## config.mk

```make
export PLATFORM = sky130hd
export DESIGN_NAME = arrow_event_queue
export DESIGN_NICKNAME = d
export VERILOG_FILES = /design/src/rtl/arrow_event_queue_pkg.sv /design/src/rtl/arrow_event_queue_sync_fifo.sv /design/src/rtl/arrow_event_queue.sv
export SDC_FILE = /design/constraint.sdc
export NUM_CORES = 1
export LEC_CHECK = 0
export ABC_AREA = 1
export BUFFER_PORTS_ARGS = -buffer_cell sky130_fd_sc_hd__buf_2
export CORE_ASPECT_RATIO = 0.6
export CORE_UTILIZATION = 60
export CTS_CLUSTER_DIAMETER = 60
export DETAILED_ROUTE_END_ITERATION = 10
export PLACE_DENSITY = 0.77
export SETUP_SLACK_MARGIN = 0.2
export SYNTH_ARGS = -nofsm -noshare
export SYNTH_HDL_FRONTEND = slang
export SYNTH_SLANG_ARGS = --single-unit
```

## constraint.sdc

```tcl
create_clock -name clock -period 3 [get_ports clock]
set_input_delay 0.6 -clock clock [delete_from_list [all_inputs] [get_ports clock]]
set_output_delay 0.6 -clock clock [all_outputs]
set_load 0.01 [all_outputs]
```

## src/rtl/arrow_event_queue_pkg.sv

```systemverilog
// Shared defaults and event packing helpers for the DDR arrow event queue.
package arrow_event_queue_pkg;

  localparam int unsigned DEF_NUM_BUTTONS = 4;
  localparam int unsigned DEF_FIFO_DEPTH  = 8;
  localparam int unsigned DEF_STAMP_BITS  = 16;
  localparam int unsigned DEF_BTN_W       = $clog2(DEF_NUM_BUTTONS);

  // Packed event layout, MSB first: {button, release, stamp}
  function automatic int unsigned event_width(input int unsigned btn_w,
                                              input int unsigned stamp_bits);
    return btn_w + 1 + stamp_bits;
  endfunction

endpackage

```

## src/rtl/arrow_event_queue_sync_fifo.sv

```systemverilog
// Synchronous FIFO with registered storage, occupancy count and full/empty flags.
module arrow_event_queue_sync_fifo #(
  parameter int unsigned WIDTH = 8,
  parameter int unsigned DEPTH = 8,
  localparam int unsigned PTR_W = $clog2(DEPTH),
  localparam int unsigned CNT_W = PTR_W + 1
) (
  input  logic             clock,
  input  logic             reset,
  input  logic             push,
  input  logic             pop,
  input  logic [WIDTH-1:0] wdata,
  output logic [WIDTH-1:0] rdata,
  output logic             full,
  output logic             empty,
  output logic [CNT_W-1:0] count
);

  logic [WIDTH-1:0] mem [DEPTH];
  logic [PTR_W-1:0] wr_ptr;
  logic [PTR_W-1:0] rd_ptr;
  logic             do_push;
  logic             do_pop;

  assign empty   = (count == '0);
  assign full    = (count == CNT_W'(DEPTH));
  assign do_pop  = pop & ~empty;
  // A full FIFO still accepts a write when the head leaves in the same cycle
  assign do_push = push & (~full | do_pop);

  always_ff @(posedge clock) begin
    if (reset) begin
      wr_ptr <= '0;
      rd_ptr <= '0;
      count  <= '0;
    end else begin
      if (do_push) wr_ptr <= wr_ptr + PTR_W'(1);
      if (do_pop)  rd_ptr <= rd_ptr + PTR_W'(1);
      count <= count + CNT_W'(do_push) - CNT_W'(do_pop);
    end
  end

  always_ff @(posedge clock) begin
    if (!reset && do_push) mem[wr_ptr] <= wdata;
  end

  assign rdata = empty ? '0 : mem[rd_ptr];

endmodule

```

## src/rtl/arrow_event_queue.sv

```systemverilog
// Timestamps debounced button edges, serialises them through per-button slots
// into an ordered event FIFO read over valid/ready; dropped edges set a sticky flag.
module arrow_event_queue
  import arrow_event_queue_pkg::*;
#(
  parameter int unsigned NUM_BUTTONS = DEF_NUM_BUTTONS,
  parameter int unsigned FIFO_DEPTH  = DEF_FIFO_DEPTH,
  parameter int unsigned STAMP_BITS  = DEF_STAMP_BITS,
  localparam int unsigned BTN_W = $clog2(NUM_BUTTONS),
  localparam int unsigned CNT_W = $clog2(FIFO_DEPTH) + 1
) (
  input  logic                   clock,
  input  logic                   reset,
  input  logic [NUM_BUTTONS-1:0] rise,
  input  logic [NUM_BUTTONS-1:0] fall,
  input  logic                   tick,
  output logic                   ev_valid,
  input  logic                   ev_ready,
  output logic [BTN_W-1:0]       ev_button,
  output logic                   ev_release,
  output logic [STAMP_BITS-1:0]  ev_stamp,
  output logic [CNT_W-1:0]       ev_count,
  input  logic                   ovf_clear,
  output logic                   overflow
);

  localparam int unsigned EV_W = event_width(BTN_W, STAMP_BITS);

  logic [STAMP_BITS-1:0]  stamp;
  logic [NUM_BUTTONS-1:0] slot_valid;
  logic [NUM_BUTTONS-1:0] slot_rel;
  logic [STAMP_BITS-1:0]  slot_stamp [NUM_BUTTONS];
  logic [NUM_BUTTONS-1:0] slot_valid_nxt;
  logic [NUM_BUTTONS-1:0] slot_rel_nxt;
  logic [STAMP_BITS-1:0]  slot_stamp_nxt [NUM_BUTTONS];
  logic [NUM_BUTTONS-1:0] drain;
  logic [NUM_BUTTONS-1:0] drop;
  logic [BTN_W-1:0]       grant;
  logic                   any_valid;
  logic                   push;
  logic                   pop;
  logic                   full;
  logic                   empty;
  logic                   ovf_set;
  logic [EV_W-1:0]        wdata;
  logic [EV_W-1:0]        rdata;

  always_ff @(posedge clock) begin
    if (reset)     stamp <= '0;
    else if (tick) stamp <= stamp + STAMP_BITS'(1);
  end

  // Fixed priority: lowest-index pending slot wins
  always_comb begin
    grant     = '0;
    any_valid = |slot_valid;
    for (int i = int'(NUM_BUTTONS) - 1; i >= 0; i--) begin
      if (slot_valid[i]) grant = BTN_W'(i);
    end
  end

  assign pop  = ev_valid & ev_ready;
  assign push = any_valid & (~full | pop);

  // Slot update: capture into a free or draining slot, otherwise drop
  always_comb begin
    slot_valid_nxt = slot_valid;
    slot_rel_nxt   = slot_rel;
    slot_stamp_nxt = slot_stamp;
    drain          = '0;
    drop           = '0;
    for (int i = 0; i < int'(NUM_BUTTONS); i++) begin
      drain[i] = push && (grant == BTN_W'(i));
      if (rise[i] || fall[i]) begin
        if (slot_valid[i] && !drain[i]) begin
          drop[i] = 1'b1;
        end else begin
          slot_valid_nxt[i] = 1'b1;
          slot_rel_nxt[i]   = fall[i];
          slot_stamp_nxt[i] = stamp;
        end
      end else if (drain[i]) begin
        slot_valid_nxt[i] = 1'b0;
      end
    end
    ovf_set = (|drop) | (|(rise & fall));
  end

  always_ff @(posedge clock) begin
    if (reset) begin
      slot_valid <= '0;
      slot_rel   <= '0;
      for (int i = 0; i < int'(NUM_BUTTONS); i++) slot_stamp[i] <= '0;
    end else begin
      slot_valid <= slot_valid_nxt;
      slot_rel   <= slot_rel_nxt;
      slot_stamp <= slot_stamp_nxt;
    end
  end

  // Setting wins over a same-cycle clear
  always_ff @(posedge clock) begin
    if (reset)          overflow <= 1'b0;
    else if (ovf_set)   overflow <= 1'b1;
    else if (ovf_clear) overflow <= 1'b0;
  end

  assign wdata = {grant, slot_rel[grant], slot_stamp[grant]};

  arrow_event_queue_sync_fifo #(
    .WIDTH (EV_W),
    .DEPTH (FIFO_DEPTH)
  ) u_fifo (
    .clock (clock),
    .reset (reset),
    .push  (push),
    .pop   (pop),
    .wdata (wdata),
    .rdata (rdata),
    .full  (full),
    .empty (empty),
    .count (ev_count)
  );

  assign ev_valid                          = ~empty;
  assign {ev_button, ev_release, ev_stamp} = rdata;

endmodule

```

==> flow_summary.toml, run 1 <==
[floorplanning]
core_mm2 = 0.01662
die_w_um = 172.5
rows = 36
die_area_mm2 = 0.01800
initial_core_util = 0.6299
io_pins = 38
die_h_um = 104.3

[timing]
fmax_ghz = 0.3653
rsz0062_at_grt = "no"
max_slew_margin = 0.3937
fin_worst_skew_ns = 0.01770
setup_tns_ns = 0
setup_viol = 0
tightest_slew_ns = 0.9095
finalCritPeriodShare = 0.9126
setup_slack_ns = 0.2622
final_hold_viol_count = 0
final.min_clock_period_ns = 2.738
maxSlewViolCount = 0

[detailed_routing]
wl_per_cell_um = 19.74
vias_per_cell = 6.230
via_count = 8218
drc = 0
dr.pass1.iters = 5
routed_wl_um = 26040
drt_iter0_markers = 1107
ant_nets = 0

[setup_path]
crit_top_cell = "nor2_1"
crit_chain = "buf_12 > nor2_1 > o32ai_1 > o21ai_0 > nor2_1 > buf_2"
arrival_ns = 2.14
crit_path_end_kind = "output port"
path_max_fanout = 23
crit_required_ns = 2.40
crit_type = "flop to output port"
worstSetupStartpointType = "flop"
critical_path.slowest_cell = "dfxtp_4"
critPathBufInv = 2
critPathTopFamily = "flip-flops"
critPathMaxStageDelay_ns = 0.49

[clock_tree]
insertion_delay_ns = 0.51
htree_levels = 1
root_buffer = "clkbuf_16"
cts_buffers = 23
clock_sinks = 254
cts_tree = "yes"
cts_hold_buffers = 0
cts_buffer_depth = 3
clk_pin_slew_ns = 0.07

[place]
gp_congestion = 0.8752
dp_hpwl_um = 15370
io_buffers = 37
place_ws_ns = 0.5840

[finish]
fin_nets = 1097
drive_gt1_frac = 0.1210
n_fill_cell = 1193
synthToLayoutAreaGrowth_pct = 12.29
antennaDiodeCount = 0
register_area_mm2 = 0.006614
multi_input_area_mm2 = 0.003445
final_cell_mix = "nor2_1 (164), edfxtp_1 (152), nand3_1 (130)"
mostFrequentLayoutCell = "nor2_1"
utilization = 0.7073

[grt]
grt_max_degree = 83
use_met3 = 0.04496
use_met1 = 0.4282
antenna_found_initial = 0
grt_use_met2 = 0.4064
grt-busiest-layer = "met1"
overflow = 0
grt_util_all_layers = 0.2783
grt_pass1_wl_um = 39510
grt_pass1_vias = 7373

[pwr]
peakVddDrop_v = 0.0004993
leakagePower_nw = 4.143
power_density_mw_per_mm2 = 806.1

[synthesis]
ys_ff_latch = 254
yosysWarningCount = 0
yosysUniqueCellTypes = 35
synth_flop_cell = "edfxtp_1"
synth_area_mm2 = 0.01047
synthArstFlopShare = 0
synth_nets = 1075
seq_area_frac_synth = 0.6310
synth_edf_count = 152
syn_area_per_cell_um2 = 9.953
syn_inst = 1052

[outcome]
status = "complete, no violations"

[min_path]
hold_class = "input port to flop"

[run]
drv_cap = 0
## registers in the layout (all words and copies together) (netlist names), named ones only
signal,cells
u_fifo.mem,152
slot_stamp,64
stamp,16
slot_rel,4
slot_valid,4
u_fifo.count,4
u_fifo.rd_ptr,3
u_fifo.wr_ptr,3
overflow,1
## where the power goes
part | switching, mW | internal [mW]
Combinational | 1.65 | 0.830
Clock | 1.23 | 1.65
Sequential | 0.154 | 3.96
## what timing repair did
item | 4_1_cts | 5_1_grt
endpoints found under the setup margin | 14 | 17
gates resized for setup | 3 | 6
gates cloned | 0 | 2
pin swaps | 0 | 1
buffers inserted | 0 | 3
## cell usage after synthesis, drive strengths merged (4+ instances only)
cell type  count  share of area
nand3        131          0.063
dfxtp        102           0.20
inv           39          0.014
o32ai         38          0.032
a21oi         94          0.046
nor3           4         0.0019
ha             9          0.011
buf           22          0.011
clkbuf        48          0.017
or2            6         0.0036
edfxtp       152           0.44
o21ai         72          0.034
nand4         20          0.012
nand2        128          0.050
nor2         174          0.063
## cell type report
type / instances / share of cell area
flip-flops and latches: 254 / 0.5626
multi-input cells: 688 / 0.2930
clock buffers: 30 / 0.05375
repair buffers: 67 / 0.04417
well taps: 228 / 0.02427
inverters: 40 / 0.01320
clock inverters: 12 / 0.009046
## worst paths after layout
| path | start | end | slack [ns] | depth (start not counted) |
|---|---|---|---|---|
| max | flop | ev_stamp[14] | 0.26 | 6 |
| min | tick | stamp[0]$_SDFFE_PP0P_ | 0.34 | 2 |
| max reg2reg | u_fifo.count[2]$_SDFF_PP0_ | u_fifo.mem[2][4]$_DFFE_PP_ | 0.63 | 9 |
| min reg2reg | slot_stamp[29]$_SDFFE_PP0P_ | slot_stamp[29]$_SDFFE_PP0P_ | 0.46 | 2 |
## layer usage
metal,up-vias,share of wire
met4,0,0.021
met2,509,0.42
met1,3908,0.44
met3,46,0.12
li1,3755,-
met5,-,0
## stage by stage
stage	power (mW)	instances	hold WS, ns	area (um2)
after CTS	9.312	1314	0.3255	11640
after global routing	9.885	1319	0.3504	11760
after detailed placement	6.460	1272	0.4533	10900
final	9.476	1319	0.3364	11760
after global placement	6.415	1272	0.4487	10900
after floorplan	5.642	1052	0.4394	10470
## cell families (layout without fill, tap and decap cells)
family,count (synthesis),after routing,synth area share
xor+xnor,3,3,0.002510
flops,254,254,0.6310
simple gates,466,466,0.1951
buf+inv,110,149,0.04254
compound gates,209,209,0.1162
fa+ha+maj,10,10,0.01267
Note: power is estimated with default switching activity, not from simulation.
==> inputs of run 2 (changes only) <==
CORE_MARGIN = 4   (was not set)
==> flow_summary.toml, run 2 (synthesis gave the netlist of run 1 again) <==
[grt]
grt_util_all_layers = 0.2628
grt_pass1_wl_um = 40600
antenna_found_initial = 0
grt_max_degree = 83
grt_pass1_vias = 7477
overflow = 0

[finish]
reg_top3 = "u_fifo.mem: 152 flops, slot_stamp: 64 flops, stamp: 16 flops"
synthToLayoutAreaGrowth_pct = 11.32
final_cell_mix = "nor2_1 (164), edfxtp_1 (152), nand3_1 (130)"
final_area_mm2 = 0.01165
largest_register_ffs = 152
top_register = "u_fifo.mem"
drive_gt1_frac = 0.1186
mostFrequentLayoutCell = "nor2_1"
fin_nets = 1095
antennaDiodeCount = 0

[detailed_routing]
drt_iter0_markers = 1117
via_count = 8154
routed_wl_um = 26570
wl_per_cell_um = 20.10
vias_per_cell = 6.168
dr.pass1.iters = 5
ant_nets = 0
drc = 0

[setup_path]
rr_worst_depth = 6
worstSetupStartpointType = "flop"
crit_required_ns = 2.40
crit_top_cell = "nor2_1"
crit_path_end_kind = "output port"
path_max_fanout = 38
critical_path.slowest_cell = "dfxtp_2"
critPathMaxStageDelay_ns = 0.42
arrival_ns = 2.08
crit_chain = "buf_12 > nor2_1 > o32ai_2 > nor2_1 > nor2_1 > buf_2"
crit_type = "flop to output port"

[timing]
maxSlewViolCount = 0
tightest_slew_ns = 0.9126
setup_viol = 0
finalCritPeriodShare = 0.8920
fin_worst_skew_ns = 0.01734
final_hold_viol_count = 0
max_slew_margin = 0.3916
setup_tns_ns = 0
rsz0062_at_grt = "no"
fmax_ghz = 0.3737
final.min_clock_period_ns = 2.676

[floorplanning]
rows = 37
core_mm2 = 0.01713
die_h_um = 110.3
die_area_mm2 = 0.01970
io_pins = 38
initial_core_util = 0.6112
die_w_um = 178.5

[place]
io_buffers = 37
gp_congestion = 0.8135
placed_area_mm2 = 0.01090
dp_hpwl_um = 15630

[clock_tree]
clk_pin_slew_ns = 0.06
root_buffer = "clkbuf_16"
htree_levels = 1
cts_buffers = 23
cts_tree = "yes"
cts_buffer_depth = 3
insertion_delay_ns = 0.52
clock_sinks = 254

[min_path]
hold-path-cell-count = 2
hold_class = "input port to flop"

[run]
drv_cap = 0

[pwr]
seq_power_share = 0.442
share_comb_of_total_power = 0.266
peakVddDrop_v = 0.0005029
p_sw_mw = 3.034
power_density_mw_per_mm2 = 795.4
p_int_mw = 6.237
p_clk_frac = 0.292
swShare = 0.3272
leakagePower_nw = 4.073

[outcome]
status = "complete, no violations"
run 2: final cells by class:
type                            count  area, um2
Clock buffer                       27      590.6
Clock inverter                     14      90.09
Fill cell                        1284       5474
Inverter                           40      155.1
Multi-Input combinational cell    688       3452
Sequential cell                   254       6611
Tap cell                          234      292.8
Timing Repair Buffer               65      462.9
run 2: final timing paths:
| check | from | to | slack, ns |
|---|---|---|---|
| setup / recovery | flop | ev_stamp[13] | 0.32 |
| hold reg to reg | slot_stamp[45]$_SDFFE_PP0P_ | slot_stamp[45]$_SDFFE_PP0P_ | 0.46 |
| hold / removal | tick | stamp[1]$_SDFFE_PP0P_ | 0.33 |
| setup reg to reg | slot_valid[0]$_SDFFE_PP0P_ | u_fifo.mem[0][16]$_DFFE_PP_ | 0.55 |
run 2: metal layers:
metal / vias up / track usage / part of all wire
li1: 3745 / - / -
met1: 3899 / 0.4041 / 0.44
met3: 40 / 0.05658 / 0.11
met4: 0 / 0.05419 / 0.015
met5: - / 0 / 0
met2: 470 / 0.3881 / 0.43
run 2: worst max-delay path: cells and delay by family (launching register included):
kind	cells	cell delay (ns)
compound gates	1	0.34
buf+inv	2	0.42
flops	1	0.42
simple gates	3	0.38
run 2: power by group through the flow:
stage / clock (mW) / sequential (mW) / combinational [mW]
final: 2.71 / 4.09 / 2.47
after global routing: 2.87 / 4.11 / 2.71
after CTS: 2.73 / 4.10 / 2.33
after detailed placement: 0 / 4.17 / 2.32
after global placement: 0 / 4.16 / 2.26
after floorplan: 0 / 4.12 / 1.53
run 2: per-stage QoR:
stage	power [mW]	util	hold slack (ns)	setup WS, ns	cells
6_report	9.270	0.6804	0.3324	0.3240	1322
5_1_grt	9.692	0.6804	0.3503	0.2131	1322
3_3_place_gp	6.425	0.6363	0.4486	0.6694	1279
3_5_place_dp	6.486	0.6363	0.4539	0.5513	1279
2_1_floorplan	5.642	-	0.4394	0.3828	1052
4_1_cts	9.165	0.6763	0.3223	0.2239	1320
run 2: timing repair:
item | CTS | global route
gates resized for setup | 2 | 5
setup endpoints to repair | 15 | 11
hold buffers | 0 | 0
buffers inserted | 0 | 1
cloned | 0 | 1
endpoints found under the hold margin | 0 | 0
==> inputs of run 3 (changes only) <==
clock period = 3.3 ns   (was 3 ns; I/O delays follow)
==> flow_summary.toml, run 3 (synthesis gave the netlist of run 1 again) <==
[clock_tree]
cts_setup_buffers = 0
cts_hold_buffers = 0
cts_tree = "yes"
insertion_delay_ns = 0.50
cts_resized = 0
cts_buffers = 23
htree_levels = 1
clk_pin_slew_ns = 0.06
clock_sinks = 254
root_buffer = "clkbuf_16"
cts_buffer_depth = 3

[place]
dp_hpwl_um = 15380
place_ws_ns = 0.7824
gp_congestion = 0.8321
io_buffers = 37
place_inst = 1278

[pwr]
share_comb_of_total_power = 0.247
seq_power_share = 0.443
p_int_mw = 5.768
power_density_mw_per_mm2 = 725.7
p_clk_frac = 0.310
peakVddDrop_v = 0.0005208
leakagePower_nw = 4.096
p_sw_mw = 2.682
swShare = 0.3174

[setup_path]
r2r_start = "u_fifo.count[2]$_SDFF_PP0_"
worstSetupStartpointType = "flop"
critical_path.slowest_cell = "dfxtp_2"
crit_top_cell = "nor2_1"
crit_type = "flop to output port"
timing.rr.end = "u_fifo.mem[5][13]$_DFFE_PP_"
crit_path_end_kind = "output port"
path_max_fanout = 34
critPathMaxStageDelay_ns = 0.34
arrival_ns = 2.26
crit_required_ns = 2.64
crit_chain = "clkinv_2 > buf_12 > nor2_1 > o32ai_1 > o21ai_0 > nor2_1 > buf_2"
rr_worst_depth = 10
r2r_slack_ns = 0.86

[outcome]
status = "complete, no violations"

[detailed_routing]
drt_iter0_markers = 1153
ant_nets = 0
wl_per_cell_um = 19.28
dr.pass1.iters = 6
drc = 0
vias_per_cell = 6.074
via_count = 8011
routed_wl_um = 25430

[floorplanning]
die_h_um = 110.3
io_pins = 38
die_area_mm2 = 0.01970
die_w_um = 178.5
initial_core_util = 0.6112
rows = 37
core_mm2 = 0.01713

[finish]
fin_nets = 1092
largest_register_ffs = 152
final_cell_mix = "nor2_1 (165), edfxtp_1 (152), nand3_1 (130)"
synthToLayoutAreaGrowth_pct = 11.21
drive_gt1_frac = 0.1198
final_cells = 1319
antennaDiodeCount = 0
mostFrequentLayoutCell = "nor2_1"
reg_top3 = "u_fifo.mem: 152 flops, slot_stamp: 64 flops, stamp: 16 flops"
multi_input_area_mm2 = 0.003442
top_register = "u_fifo.mem"
n_fill_cell = 1323
register_area_mm2 = 0.006611

[timing]
rsz0062_at_grt = "no"
final.min_clock_period_ns = 2.920
whs_ns = 0.3970
tightest_slew_ns = 0.8834
setup_viol = 0
finalCritPeriodShare = 0.8850
fmax_ghz = 0.3424
final_hold_viol_count = 0
fin_worst_skew_ns = 0.007036
max_slew_margin = 0.4110
setup_slack_ns = 0.3795
setup_tns_ns = 0
maxSlewViolCount = 0

[min_path]
hold-path-endpoint = "stamp[0]$_SDFFE_PP0P_"
hold-path-cell-count = 2
hold_class = "input port to flop"
hold_start = "tick"

[grt]
grt_pass1_vias = 7290
antenna_found_initial = 0
grt_pass1_wl_um = 39920
grt_util_all_layers = 0.2595
overflow = 0
grt_max_degree = 83

[run]
drv_cap = 0
## run 3: final cells by class
type	count	area share
timing repair buffer	62	0.03525
clock buffer	28	0.05362
inverter	40	0.01300
sequential	254	0.5678
multi-input combinational	688	0.2956
tap	234	0.02515
clock inverter	13	0.009564
## run 3: worst max-delay path by stage
| stage | cells past startpoint | endpoint | start |
|---|---|---|---|
| after floorplan | 8 | u_fifo.mem[0][0]$_DFFE_PP_ | u_fifo.count[2]$_SDFF_PP0_ |
| after global placement | 6 | ev_release | flop |
| after detailed placement | 6 | ev_stamp[8] | flop |
| after CTS | 5 | ev_stamp[0] | flop |
| after global routing | 5 | ev_stamp[0] | flop |
| final | 7 | ev_stamp[0] | flop |
## run 3: power by group through the flow
stage	Sequential (mW)	Clock [mW]	Combinational, mW
floorplan	3.74	0	1.39
global placement	3.80	0	2.02
detailed placement	3.81	0	2.05
CTS	3.74	2.64	2.07
global route	3.77	2.79	2.31
finish	3.75	2.62	2.09
## run 3: metrics by stage
stage / instance area (um2) / utilization / power (mW)
after floorplan: 10470 / - / 5.129
after global placement: 10900 / 0.6366 / 5.818
after detailed placement: 10900 / 0.6366 / 5.860
after CTS: 11640 / 0.6795 / 8.450
after global routing: 11640 / 0.6798 / 8.868
final: 11640 / 0.6798 / 8.450
## run 3: layer usage
layer  track usage  routed length, um
met1        0.4052              11270
met2        0.3779              10860
met3       0.05317               2811
met4       0.05419                483
met5             0                  0
## run 3: critical path, delay by kind of cell (launching register included)
kind / cells / cell delay (ns)
AND/OR/NAND/NOR: 2 / 0.30
flip-flops: 1 / 0.34
AO/OA/AOI/OAI: 2 / 0.42
buffers and inverters: 3 / 0.69
